**config.mk**
```make
export PLATFORM = sky130hd
export DESIGN_NAME = eth_udp_rx_parser
export DESIGN_NICKNAME = d
export VERILOG_FILES = /design/src/rtl/eth_udp_rx_parser.sv
export SDC_FILE = /design/constraint.sdc
export NUM_CORES = 1
export LEC_CHECK = 0
export ABC_AREA = 1
export BUFFER_PORTS_ARGS = -buffer_cell sky130_fd_sc_hd__buf_4
export CAP_MARGIN = 15
export CORE_MARGIN = 1
export CORE_UTILIZATION = 30
export CTS_BUF_LIST = sky130_fd_sc_hd__clkbuf_2 sky130_fd_sc_hd__clkbuf_4 sky130_fd_sc_hd__clkbuf_8
export CTS_CLUSTER_SIZE = 20
export DETAILED_ROUTE_END_ITERATION = 10
export HOLD_SLACK_MARGIN = 0.03
export PLACE_DENSITY = 0.52
export SYNTH_ARGS = -nofsm -noshare
export SYNTH_HDL_FRONTEND = slang
export SYNTH_SLANG_ARGS = --single-unit
```
**constraint.sdc**
```tcl
create_clock -name clkIn -period 2.3 [get_ports clkIn]
set_input_delay 0.69 -clock clkIn [delete_from_list [all_inputs] [get_ports clkIn]]
set_output_delay 0.69 -clock clkIn [all_outputs]
set_load 0.01 [all_outputs]
```
**src/rtl/eth_udp_rx_parser.sv**
```systemverilog
// Receive-side parser: frames the CDC byte stream by idle gaps, checks the Ethernet/IPv4/UDP
// headers and streams the matching UDP payload with SOF/EOF markers.
module eth_udp_rx_parser #(
    parameter logic [15:0] UDP_DST_PORT = 16'd12345,
    parameter int          IDLE_GAP     = 6
) (
    input  logic       clkIn,
    input  logic       rstIn,
    input  logic [7:0] dataIn,
    input  logic       validIn,
    output logic [7:0] payloadDataOut,
    output logic       payloadValidOut,
    output logic       payloadSofOut,
    output logic       payloadEofOut,
    output logic       frameDropOut,
    output logic       truncErrOut
);

    localparam logic [3:0] GAP_MAX = 4'(IDLE_GAP);

    typedef enum logic [2:0] {IDLE, PREAMBLE, HEADER, PAYLOAD, DRAIN} ParseState;

    ParseState   state, stateNext;
    logic [3:0]  gapCnt, gapCntNext;
    logic [5:0]  byteCnt, byteCntNext;
    logic [15:0] payRem, payRemNext;
    logic [2:0]  pre, preNext;
    logic [7:0]  hiByte, hiByteNext;
    logic [15:0] udpLen, udpLenNext;
    logic        firstPay, firstPayNext;
    logic        frameEnd, hdrFail;
    logic [7:0]  dataNext;
    logic        validNext, sofNext, eofNext, dropNext, truncNext;

    // End of frame is the single cycle where the idle run reaches IDLE_GAP.
    assign frameEnd = !validIn && (gapCnt == GAP_MAX - 4'd1);

    always_ff @(posedge clkIn) begin
        if (rstIn) begin
            state           <= IDLE;
            gapCnt          <= GAP_MAX;
            byteCnt         <= '0;
            payRem          <= '0;
            pre             <= '0;
            hiByte          <= '0;
            udpLen          <= '0;
            firstPay        <= 1'b0;
            payloadDataOut  <= '0;
            payloadValidOut <= 1'b0;
            payloadSofOut   <= 1'b0;
            payloadEofOut   <= 1'b0;
            frameDropOut    <= 1'b0;
            truncErrOut     <= 1'b0;
        end else begin
            state           <= stateNext;
            gapCnt          <= gapCntNext;
            byteCnt         <= byteCntNext;
            payRem          <= payRemNext;
            pre             <= preNext;
            hiByte          <= hiByteNext;
            udpLen          <= udpLenNext;
            firstPay        <= firstPayNext;
            payloadDataOut  <= dataNext;
            payloadValidOut <= validNext;
            payloadSofOut   <= sofNext;
            payloadEofOut   <= eofNext;
            frameDropOut    <= dropNext;
            truncErrOut     <= truncNext;
        end
    end

    always_comb begin
        stateNext    = state;
        gapCntNext   = validIn ? 4'd0 : ((gapCnt == GAP_MAX) ? GAP_MAX : gapCnt + 4'd1);
        byteCntNext  = byteCnt;
        payRemNext   = payRem;
        preNext      = pre;
        hiByteNext   = hiByte;
        udpLenNext   = udpLen;
        firstPayNext = firstPay;
        hdrFail      = 1'b0;
        dataNext     = '0;
        validNext    = 1'b0;
        sofNext      = 1'b0;
        eofNext      = 1'b0;
        dropNext     = 1'b0;
        truncNext    = 1'b0;

        if (frameEnd) begin
            stateNext = IDLE;
            truncNext = (state == HEADER) || (state == PAYLOAD);
        end else if (validIn) begin
            case (state)
                IDLE: begin
                    if (dataIn == 8'h55) begin
                        stateNext = PREAMBLE;
                        preNext   = 3'd1;
                    end else begin
                        stateNext = DRAIN;
                        dropNext  = 1'b1;
                    end
                end
                PREAMBLE: begin
                    if (dataIn == 8'h55 && pre < 3'd7) begin
                        preNext = pre + 3'd1;
                    end else if (dataIn == 8'hD5) begin
                        stateNext   = HEADER;
                        byteCntNext = '0;
                    end else begin
                        stateNext = DRAIN;
                        dropNext  = 1'b1;
                    end
                end
                HEADER: begin
                    byteCntNext = byteCnt + 6'd1;
                    // 16-bit fields are judged on their low byte, so the high byte is held over.
                    case (byteCnt)
                        6'd12, 6'd36, 6'd38: hiByteNext = dataIn;
                        6'd13: hdrFail = ({hiByte, dataIn} != 16'h0800);
                        6'd14: hdrFail = (dataIn != 8'h45);
                        6'd23: hdrFail = (dataIn != 8'h11);
                        6'd37: hdrFail = ({hiByte, dataIn} != UDP_DST_PORT);
                        6'd39: begin
                            hdrFail    = ({hiByte, dataIn} < 16'd9);
                            udpLenNext = {hiByte, dataIn};
                        end
                        6'd41: begin
                            stateNext    = PAYLOAD;
                            payRemNext   = udpLen - 16'd8;
                            firstPayNext = 1'b1;
                        end
                        default: ;
                    endcase
                    if (hdrFail) begin
                        stateNext = DRAIN;
                        dropNext  = 1'b1;
                    end
                end
                PAYLOAD: begin
                    dataNext     = dataIn;
                    validNext    = 1'b1;
                    sofNext      = firstPay;
                    firstPayNext = 1'b0;
                    payRemNext   = payRem - 16'd1;
                    if (payRem == 16'd1) begin
                        eofNext   = 1'b1;
                        stateNext = DRAIN;
                    end
                end
                default: ;
            endcase
        end
    end

endmodule

```
# Word-level counts from Yosys, hierarchy flattened
# Index checks and enable logic that the tools add are counted.
word_totals:
  wordCells: 104
  in_bits: 11
  ff_bits: 70
classes:
  bitwise_logic: 3
  reduce_logical: 21
  add_sub_neg: 5
  magnitude_cmp: 2
  eq_ne: 28
  muxes: 30
op_table:
  columns: ["cell", "count"]
  rows:
  - ["16-bit one-hot mux with 2 select lines", 1]
  - ["6-bit equality test (second input constant)", 5]
  - ["3-bit two-way mux", 10]
  - ["6-bit by 4-bit equality test with 1-bit output (second input constant)", 3]
  - ["16-bit by 1-bit equality test with 1-bit output (second input constant)", 1]
  - ["16-bit by 4-bit < comparator with 1-bit output (second input constant)", 1]
  - ["16-bit two-way mux", 1]
  - ["16-bit by 12-bit inequality test with 1-bit output (second input constant)", 1]
  - ["16-bit by 14-bit inequality test with 1-bit output (second input constant)", 1]
  - ["16-bit by 1-bit subtractor with 16-bit output (second input constant)", 1]
  - ["16-bit by 4-bit subtractor with 16-bit output (second input constant)", 1]
  - ["5-bit AND reduction", 3]
  - ["6-bit two-way mux", 2]
  - ["3-bit one-hot mux with 4 select lines", 1]
  - ["6-bit one-hot mux with 2 select lines", 1]
  - ["4-bit AND reduction", 3]
  - ["1-bit two-way mux", 10]
  - ["3-bit OR reduction", 3]
  - ["4-bit by 3-bit equality test with 1-bit output (second input constant)", 2]
  - ["8-bit by 7-bit equality test with 1-bit output (second input constant)", 1]
  - ["8-bit equality test (second input constant)", 1]
  - ["2-bit inequality test (second input constant)", 4]
  - ["8-bit by 5-bit inequality test with 1-bit output (second input constant)", 1]
  - ["8-bit by 7-bit inequality test with 1-bit output (second input constant)", 1]
  - ["22 further kinds", 30]

# Longest topological paths before layout
# Gate-level depths: netlist (run 1).
logic_depth:
  depth_word: 7
  ltp_mapped: 13
  ltp_nobuf: 13

# Least setup slack after synthesis (run 1)
# Ideal clock, no wire load.
synth_timing:
  path_type: "in2reg"
  start: "input port dataIn[1]"
  end: "register byteCnt[4]"
  arrival_time_ns: 1.706
  t_required_ns: 2.183
  stages: 10
  setup_ns: 0.117
  path_buffers: 0
  setup_slack_ns: 0.477
  cell_sequence: "inv_1 nand2_1 nor3_2 nand2_1 nand2_1 nand2_1 a21oi_2 nand3_1 o21ai_1 a21oi_1"
synth_between:
  elab_chain_cells: 4
  elab_cells_between_ends: 6
synth_lines:
  columns: ["element", "line_no", "rtl"]
  rows:
  - ["from (decl)", "9", "input logic [7:0] dataIn,"]
  - ["8-bit by 7-bit equality test with 1-bit output", "104", "if (dataIn == 8'h55 && pre < 3'd7) begin"]
  - ["1-bit logical AND", "104", null]
  - ["2-bit inequality test (no line)", null, null]
  - ["5-bit AND reduction (no line) (*)", null, null]
  - ["to (signal assigned)", "57", "byteCnt <= byteCntNext;"]
  - ["to (decl)", "25", "logic [5:0] byteCnt, byteCntNext;"]
# Every way passes the cells marked *; elsewhere a longest branch is shown, timed or not.
# A chain may end at the register's enable or synchronous reset.

# Worst setup path after layout (run 1)
layout_timing:
  start: "register byteCnt[0]"
  end: "register payRem[11]"
layout_between:
  elab_chain_cells: 3
layout_lines:
  columns: ["element", "line_no", "rtl"]
  rows:
  - ["6-bit equality test", "117", "case (byteCnt)"]
  - ["2-bit by 1-bit inequality test with 1-bit output (no line)", null, null]
  - ["4-bit AND reduction (no line)", null, null]
  - ["to (signal assigned)", "58", "payRem <= payRemNext;"]
  - ["to (decl)", "26", "logic [15:0] payRem, payRemNext;"]
# Every way passes these cells.

==> flow_summary.ini, run 1 <==
[final_layout]
drive_gt1_frac = 0.133
n_antenna_cell = 0
nets = 582
syn2layout_area_growth_pct = 16.9

[setup_path]
required_ps = 2530
crit_arrival_ps = 2270
worstSetupEndpointType = flip-flop
cp_max_fo = 25
reg2reg_slack_ps = 260
start_kind = flip-flop
worst-setup-path-type = flip-flop to flip-flop

[timing]
rsz0062_at_grt = no
period_share = 0.886
period_needed_ps = 2040
tightest_slew_ps = 595
setup_viol = 0
fin_skew_ps = 12.8
tns_ps = 0
slew_viol_final = 0
hold_viol_final = 0
max_freq_ghz = 0.491
maxSlewHeadroom = 0.600

[logic_synthesis]
synthTopCellsByCount = 89 x nand2_1, 70 x dfxtp_1, 66 x nor2_1
synth_cells = 531
avgSynthCellArea_um2 = 7.00
netlist.area_leader.share = 0.377
synthTopCellsByArea = dfxtp_1 38%, nand2_1 9.0%, nor2_1 6.7%
yosysMostFrequentCell = nand2_1
ys_warn_count = 0
ys_types = 42
ys_seq_elements = 70
synthArstFlopShare = 0
ys.flop_type = dfxtp_1
ys_seq_area_frac = 0.377
netlist_area_um2 = 3720
synth_top_area_cell = dfxtp_1
synth_edf_count = 0
syn_nets = 553

[grt]
grt_overflow = 0
grt_use_total = 0.157
grt_pass1_wl_mm = 15.9
grt_pass1_vias = 3435
antenna_found_initial = 0
grt_max_degree = 36

[power]
ir_drop_mv = 0.254
p_leak_nw = 1.85
p_per_area_nw_per_um2 = 580
power_mw = 2.52

[floorplan]
die_w_um = 113
initial_utilization = 0.308
floorplan.die_area_um2 = 12800
core_um2 = 12100
die_y_um = 113
ioPinCount = 24
num_rows = 40

[status]
status = completed

[detailed_routing]
via_per_inst = 4.77
drcViolationCount = 0
via_count = 3495
wirelength_mm = 9.55
routedWlPerCell_um = 13.0
drtPass1Iterations = 4
antenna_left = 0
drt-initial-drc-count = 145

[clock_tree]
root_buffer = clkbuf_8
clkTransAtPathRegs_ps = 80
htree_levels = 3
cts_hold_buffers = 0
cts_resized = 0
cts_buffers = 9
cts_buffer_depth = 2
cts_sinks = 70
clkLatencyLatePin_ps = 350
cts_tree = yes
cts_setup_buffers = 0

[place]
gp_congestion = 0.889
io_buffers = 23
dp_hpwl_mm = 7.17

[hold_path]
hold_class = flip-flop to flip-flop

[job]
max_cap_viol_count = 0
==> state kept, by name, summed over array words and instances (netlist names) <==
register         count
byteCnt              6
firstPay             1
frameDropOut         1
gapCnt               4
hiByte               8
payRem              16
payloadDataOut       8
payloadEofOut        1
payloadSofOut        1
payloadValidOut      1
pre                  3
state                3
truncErrOut          1
udpLen              16
==> metrics by stage <==
step | cell area [µm²] | utilization | instances | hold slack, ps | worst slack [ps]
6_report | 4340 | 0.360 | 733 | 446 | 263
5_1_grt | 4340 | 0.360 | 733 | 464 | 69.9
4_1_cts | 4340 | 0.360 | 733 | 452 | 309
3_5_place_dp | 4110 | 0.341 | 717 | 438 | 125
3_3_place_gp | 4110 | 0.341 | 717 | 440 | 168
2_1_floorplan | 3720 | - | 531 | 416 | 477
==> path summary, 6_finish.rpt <==
kind	from	endpoint	cells after the start
max reg2reg	byteCnt[0]	payRem[11]	8
max	byteCnt[0]	payRem[11]	8
min reg2reg	firstPay	payloadSofOut	2
min	firstPay	payloadSofOut	2
==> cells by family after synthesis <==
logic type	count (synthesis)	share of synthesized area
flops	70	0.377
compound gates	123	0.184
simple gates	225	0.275
buf+inv	90	0.0987
fa+ha+maj	11	0.0370
xor+xnor	12	0.0283
==> layer usage <==
metal	share of wire	routed length [µm]	global-route usage	vias to the layer above
met4	0.028	269	0.0772	0
met2	0.49	4650	0.265	52
met3	0.026	249	0.0305	17
met5	0	0	0	-
met1	0.46	4380	0.190	1618
li1	-	-	-	1808
==> area by class of cell <==
class / instances / area [µm²]
inverters: 77 / 294
multi-input cells: 371 / 1950
fillers: 1317 / 7720
repair buffers: 31 / 258
well taps: 168 / 210
flip-flops and latches: 70 / 1400
clock inverters: 5 / 81.3
clock buffers: 11 / 151
==> cells in the final DEF (no fill, tap or decap), types with 2 or more instances in the layout <==
master	Yosys	routed
a211oi_1	3	3
a21oi_1	45	45
a31oi_1	6	6
buf_12	0	2
buf_4	1	29
bufinv_16	0	2
clkbuf_8	0	11
dfxtp_1	70	70
ha_1	11	11
inv_1	63	63
inv_2	12	12
inv_4	2	2
nand2_1	89	89
nand3_1	41	41
nand3_2	2	2
nand4_1	7	7
nor2_1	66	66
nor2_4	2	2
nor3_1	7	7
nor3_2	2	2
nor4_1	3	3
nor4_2	2	2
o211ai_1	2	2
o21ai_0	37	37
o21ai_1	16	16
o21bai_1	2	2
o22ai_1	4	4
xor2_1	11	11
==> power by group <==
part	internal (mW)	switching, mW
registers	1.22	0.0108
logic	0.0468	0.0839
clock network	0.670	0.488
==> worst max-delay path, cell delays in order (launching register included) <==
cell,delay (ps)
dfxtp_1,450
ha_1,240
inv_1,70
nor4_2,520
a21oi_4,130
inv_4,240
o21ai_0,130
nand2_1,80
a21oi_1,60
No activity file was read; power rests on OpenSTA's default activity.
==> inputs of run 2 (changes only) <==
--- a/config.mk
+++ b/config.mk
@@ -14,4 +14,5 @@
 export CTS_CLUSTER_SIZE = 20
 export DETAILED_ROUTE_END_ITERATION = 10
+export GPL_TIMING_DRIVEN = 0
 export HOLD_SLACK_MARGIN = 0.03
 export PLACE_DENSITY = 0.52
==> constraint.sdc (replaced) <==
create_clock -name clkIn -period 2.3 [get_ports clkIn]
set_input_delay 0.23 -clock clkIn [delete_from_list [all_inputs] [get_ports clkIn]]
set_output_delay 0.23 -clock clkIn [all_outputs]
set_load 0.01 [all_outputs]
==> run 2 against run 1 <==
Worst setup slack better by 17 ps. Critical path type unchanged. Critical endpoint is now payRem[0]. Non-clock buffer count up 5. Sequential power about the same.
==> flow_summary.ini, run 2 (synthesis results as in run 1) <==
[status]
status = completed

[setup_path]
reg2reg_slack_ps = 280
worstReg2RegStart = byteCnt[0]
crit_arrival_ps = 2300
slowest_stage = dfxtp_1
cp_slowest_stage_delay_ps = 450
path_cells = ha_1 -> inv_1 -> nor4_2 -> a21oi_4 -> inv_4 -> buf_6 -> o21ai_1 -> a31oi_1
required_ps = 2580
critPathBufInv = 3
start_kind = flip-flop
worst-setup-path-type = flip-flop to flip-flop
worstSetupEndpointType = flip-flop
timing.rr.end = payRem[0]
r2r_cells = 8
cp_max_fo = 10
path_delay_family = compound AO/OA/AOI/OAI gates

[detailed_routing]
antenna_left = 0
drcViolationCount = 0
routedWlPerCell_um = 13.2
wirelength_mm = 9.78
via_per_inst = 4.80
drt-initial-drc-count = 102
drtPass1Iterations = 5
via_count = 3540

[hold_path]
hold_end = payRem[1]
hold_class = primary input to flip-flop
min_from = rstIn
whs_path_depth = 2

[job]
max_cap_viol_count = 0

[timing]
period_needed_ps = 2020
rsz0062_at_grt = no
period_share = 0.879
maxSlewHeadroom = 0.555
slew_viol_final = 0
max_freq_ghz = 0.495
tightest_slew_ps = 667
layout_setup_ws_ps = 279
hold_viol_final = 0
tns_ps = 0
fin_skew_ps = 6.56
setup_viol = 0

[power]
p_per_area_nw_per_um2 = 558
p_leak_nw = 1.83
ir_drop_mv = 0.256
power_mw = 2.40

[clock_tree]
cts_resized = 0
cts_hold_buffers = 0
cts_buffers = 9
clkTransAtPathRegs_ps = 70
cts_buffer_depth = 2
cts_sinks = 70
cts_setup_buffers = 0
root_buffer = clkbuf_8
htree_levels = 3
cts_tree = yes
clkLatencyLatePin_ps = 360

[place]
gp_congestion = 0.852
dp_hpwl_mm = 7.40
place_area_um2 = 4100
io_buffers = 23
preCtsSetupSlack_ps = 291

[grt]
grt_pass1_wl_mm = 16.4
grt_pass1_vias = 3428
grt_overflow = 0
grt_use_total = 0.163
antenna_found_initial = 0
grt_max_degree = 12

[final_layout]
nets = 587
most-common-layout-cells = 89 x nand2_1, 70 x dfxtp_1, 66 x nor2_1
final_util = 0.357
largestRegisters = payRem (16), udpLen (16)
final_common_cell = nand2_1
design_area_um2 = 4300
drive_gt1_frac = 0.130
syn2layout_area_growth_pct = 15.8
n_antenna_cell = 0

[floorplan]
floorplan.die_area_um2 = 12800
die_w_um = 113
num_rows = 40
ioPinCount = 24
die_y_um = 113
initial_utilization = 0.308
core_um2 = 12100
run 2: cell types whose count changed in the layout (fill, tap and decap cells not counted), sizes merged:
cell and delta:
clkinvlp -1, clkbuf +8, buf -2, bufinv -1, clkinv +1
run 2: how the worst max path moves through the flow:
| stage | start | endpoint | slack [ps] | cells past startpoint |
|---|---|---|---|---|
| floorplan | byteCnt[0] | payRem[12] | 660 | 9 |
| global placement | byteCnt[0] | payRem[13] | 310 | 9 |
| detailed placement | byteCnt[0] | payRem[0] | 290 | 8 |
| CTS | byteCnt[0] | payRem[0] | 270 | 8 |
| global route | udpLen[3] | payRem[15] | 70 | 11 |
| finish | byteCnt[0] | payRem[0] | 280 | 8 |
run 2: worst reg2reg max path, stage by stage, from the launching register on:
cell and delay (ps):
dfxtp_1 450, ha_1 240, inv_1 80, nor4_2 430, a21oi_4 210, inv_4 140, buf_6 160, o21ai_1 70
a31oi_1 170
run 2: cell type report:
cell class                 count  area [µm²]
clock buffer                  12         159
sequential                    70        1400
inverter                      77         294
fill                        1336        7760
timing repair buffer          23         173
multi-input combinational    371        1950
tap                          168         210
buffer                        13        72.6
clock inverter                 4        45.0
run 2: per-layer routing:
metal / up-vias / GRT usage / part of all wire
li1: 1818 / - / -
met1: 1655 / 0.204 / 0.46
met2: 50 / 0.278 / 0.48
met3: 17 / 0.0193 / 0.031
met4: 0 / 0.0816 / 0.025
met5: - / 0 / 0
run 2: through the flow:
stage	std cells	hold WS, ps
after floorplan	531	307
after global placement	722	433
after detailed placement	722	439
after CTS	738	59.5
after global routing	738	70.3
final	738	70.9
run 2: power breakdown:
group          internal, mW  total (mW)  switching [mW]
logic                0.0415       0.128          0.0867
clock network         0.567        1.04           0.476
registers              1.22        1.23          0.0111
==> inputs of run 3 (changes only) <==
BUFFER_PORTS_ARGS = -buffer_cell sky130_fd_sc_hd__buf_2   (was -buffer_cell sky130_fd_sc_hd__buf_4)
==> run 3 against run 2 <==
Non-clock buffer count unchanged. Clock-buffer cell count grew 1. Die area stayed put. Via count is essentially flat. Sequential share of layout area up 0.65 points. Clock skew rose by 3.5 ps. Critical path depth increased by 1. Sequential power is essentially flat. Register-to-register slack better by 50 ps. Final cell count is 0.27% lower. Global-route usage hardly changed. Routed wire length shrank 2.3%. Largest power group unchanged.
==> flow_summary.ini, run 3 (synthesis results as in run 1) <==
[final_layout]
n_antenna_cell = 0
syn2layout_area_growth_pct = 13.5
most-common-layout-cells = 89 x nand2_1, 70 x dfxtp_1, 66 x nor2_1
design_area_um2 = 4220
largestRegisters = payRem (16), udpLen (16)
final_common_cell = nand2_1
drive_gt1_frac = 0.127
nFillCells = 1307
nets = 587

[setup_path]
path_cells = ha_1 -> inv_1 -> nor4_2 -> a21oi_4 -> inv_4 -> buf_6 -> nand3_1 -> nand3_1 -> inv_1
critPathBufInv = 4
start_kind = flip-flop
cp_max_fo = 10
path_delay_family = simple AND/OR/NAND/NOR gates
cp_slowest_stage_delay_ps = 440
required_ps = 2540
worst-setup-path-type = flip-flop to flip-flop
worstSetupEndpointType = flip-flop
worstReg2RegStart = byteCnt[0]
timing.rr.end = payRem[13]
crit_arrival_ps = 2210
r2r_cells = 9
reg2reg_slack_ps = 330
slowest_stage = dfxtp_1

[timing]
tightest_slew_ps = 630
rsz0062_at_grt = no
hold_viol_final = 0
fin_skew_ps = 10.0
period_share = 0.856
maxSlewHeadroom = 0.580
layout_setup_ws_ps = 332
timing.hold.ws_ps = 118
tns_ps = 0
period_needed_ps = 1970
max_freq_ghz = 0.508
setup_viol = 0
slew_viol_final = 0

[floorplan]
num_rows = 40
die_y_um = 113
die_w_um = 113
ioPinCount = 24
core_um2 = 12100
floorplan.die_area_um2 = 12800
initial_utilization = 0.308

[power]
clkPwrFrac = 0.407
ir_drop_mv = 0.198
p_per_area_nw_per_um2 = 541
p_seq_frac = 0.540
comb_power_share = 0.054
p_switching_mw = 0.545
p_leak_nw = 1.81
swShare = 0.239
p_int_mw = 1.74

[clock_tree]
htree_levels = 3
cts_hold_buffers = 0
clkLatencyLatePin_ps = 350
cts_tree = yes
root_buffer = clkbuf_8
cts_setup_buffers = 0
clkTransAtPathRegs_ps = 70
cts_resized = 0
cts_buffer_depth = 2
cts_buffers = 9
cts_sinks = 70

[place]
place_area_um2 = 4040
gp_congestion = 0.848
io_buffers = 23
dp_hpwl_mm = 7.30
preCtsSetupSlack_ps = 340

[detailed_routing]
via_per_inst = 4.81
wirelength_mm = 9.56
drcViolationCount = 0
drt-initial-drc-count = 142
drtPass1Iterations = 5
antenna_left = 0
routedWlPerCell_um = 13.0
via_count = 3541

[grt]
grt_use_total = 0.163
grt_pass1_wl_mm = 16.3
antenna_found_initial = 0
grt_pass1_vias = 3357
grt_max_degree = 11
grt_overflow = 0

[hold_path]
hold_end = payRem[1]
min_from = rstIn
whs_path_depth = 2
hold_class = primary input to flip-flop

[job]
max_cap_viol_count = 0

[status]
status = completed
[run 3: cell count changes in the layout (fill, tap and decap cells not counted)]
cell,before,now
buf_2,3,26
buf_4,24,1
clkinv_2,3,1
bufinv_16,1,0
clkbuf_8,11,12
[run 3: power by group through the flow]
stage	Combinational, mW	Sequential [mW]	Clock (mW)
global placement	0.122	1.26	0
finish	0.122	1.23	0.927
global route	0.138	1.23	1.03
CTS	0.123	1.23	0.960
detailed placement	0.122	1.26	0
floorplan	0.0763	1.26	0
[run 3: worst max path at each step]
stage	startpoint	to	slack, ps	cells past startpoint
2_1_floorplan	byteCnt[0]	payRem[12]	660	9
3_3_place_gp	byteCnt[0]	payRem[13]	310	9
3_5_place_dp	udpLen[3]	payRem[15]	340	11
4_1_cts	byteCnt[0]	payRem[13]	320	9
5_1_grt	udpLen[3]	payRem[15]	120	11
6_report	byteCnt[0]	payRem[13]	330	9
[run 3: area by class of cell]
type,instances,area [µm²],share of cell area
clock inverters,1,5.00,0.00119
clock buffers,13,173,0.0409
inverters,77,294,0.0697
repair buffers,23,115,0.0273
plain buffers,13,72.6,0.0172
multi-input cells,371,1950,0.462
well taps,168,210,0.0498
flip-flops and latches,70,1400,0.332
[run 3: layer usage]
layer,GRT usage,part of all wire,up-vias
met5,0,0,-
met3,0.0375,0.043,9
met1,0.203,0.45,1653
met2,0.281,0.50,65
met4,0.0491,0.010,0
li1,-,-,1814
[run 3: metrics by stage]
| stage | std cells | total power [mW] | util |
|---|---|---|---|
| 6_report | 736 | 2.28 | 0.350 |
| 5_1_grt | 736 | 2.40 | 0.350 |
| 4_1_cts | 736 | 2.31 | 0.350 |
| 3_5_place_dp | 722 | 1.38 | 0.335 |
| 2_1_floorplan | 531 | 1.33 | - |
| 3_3_place_gp | 722 | 1.38 | 0.335 |
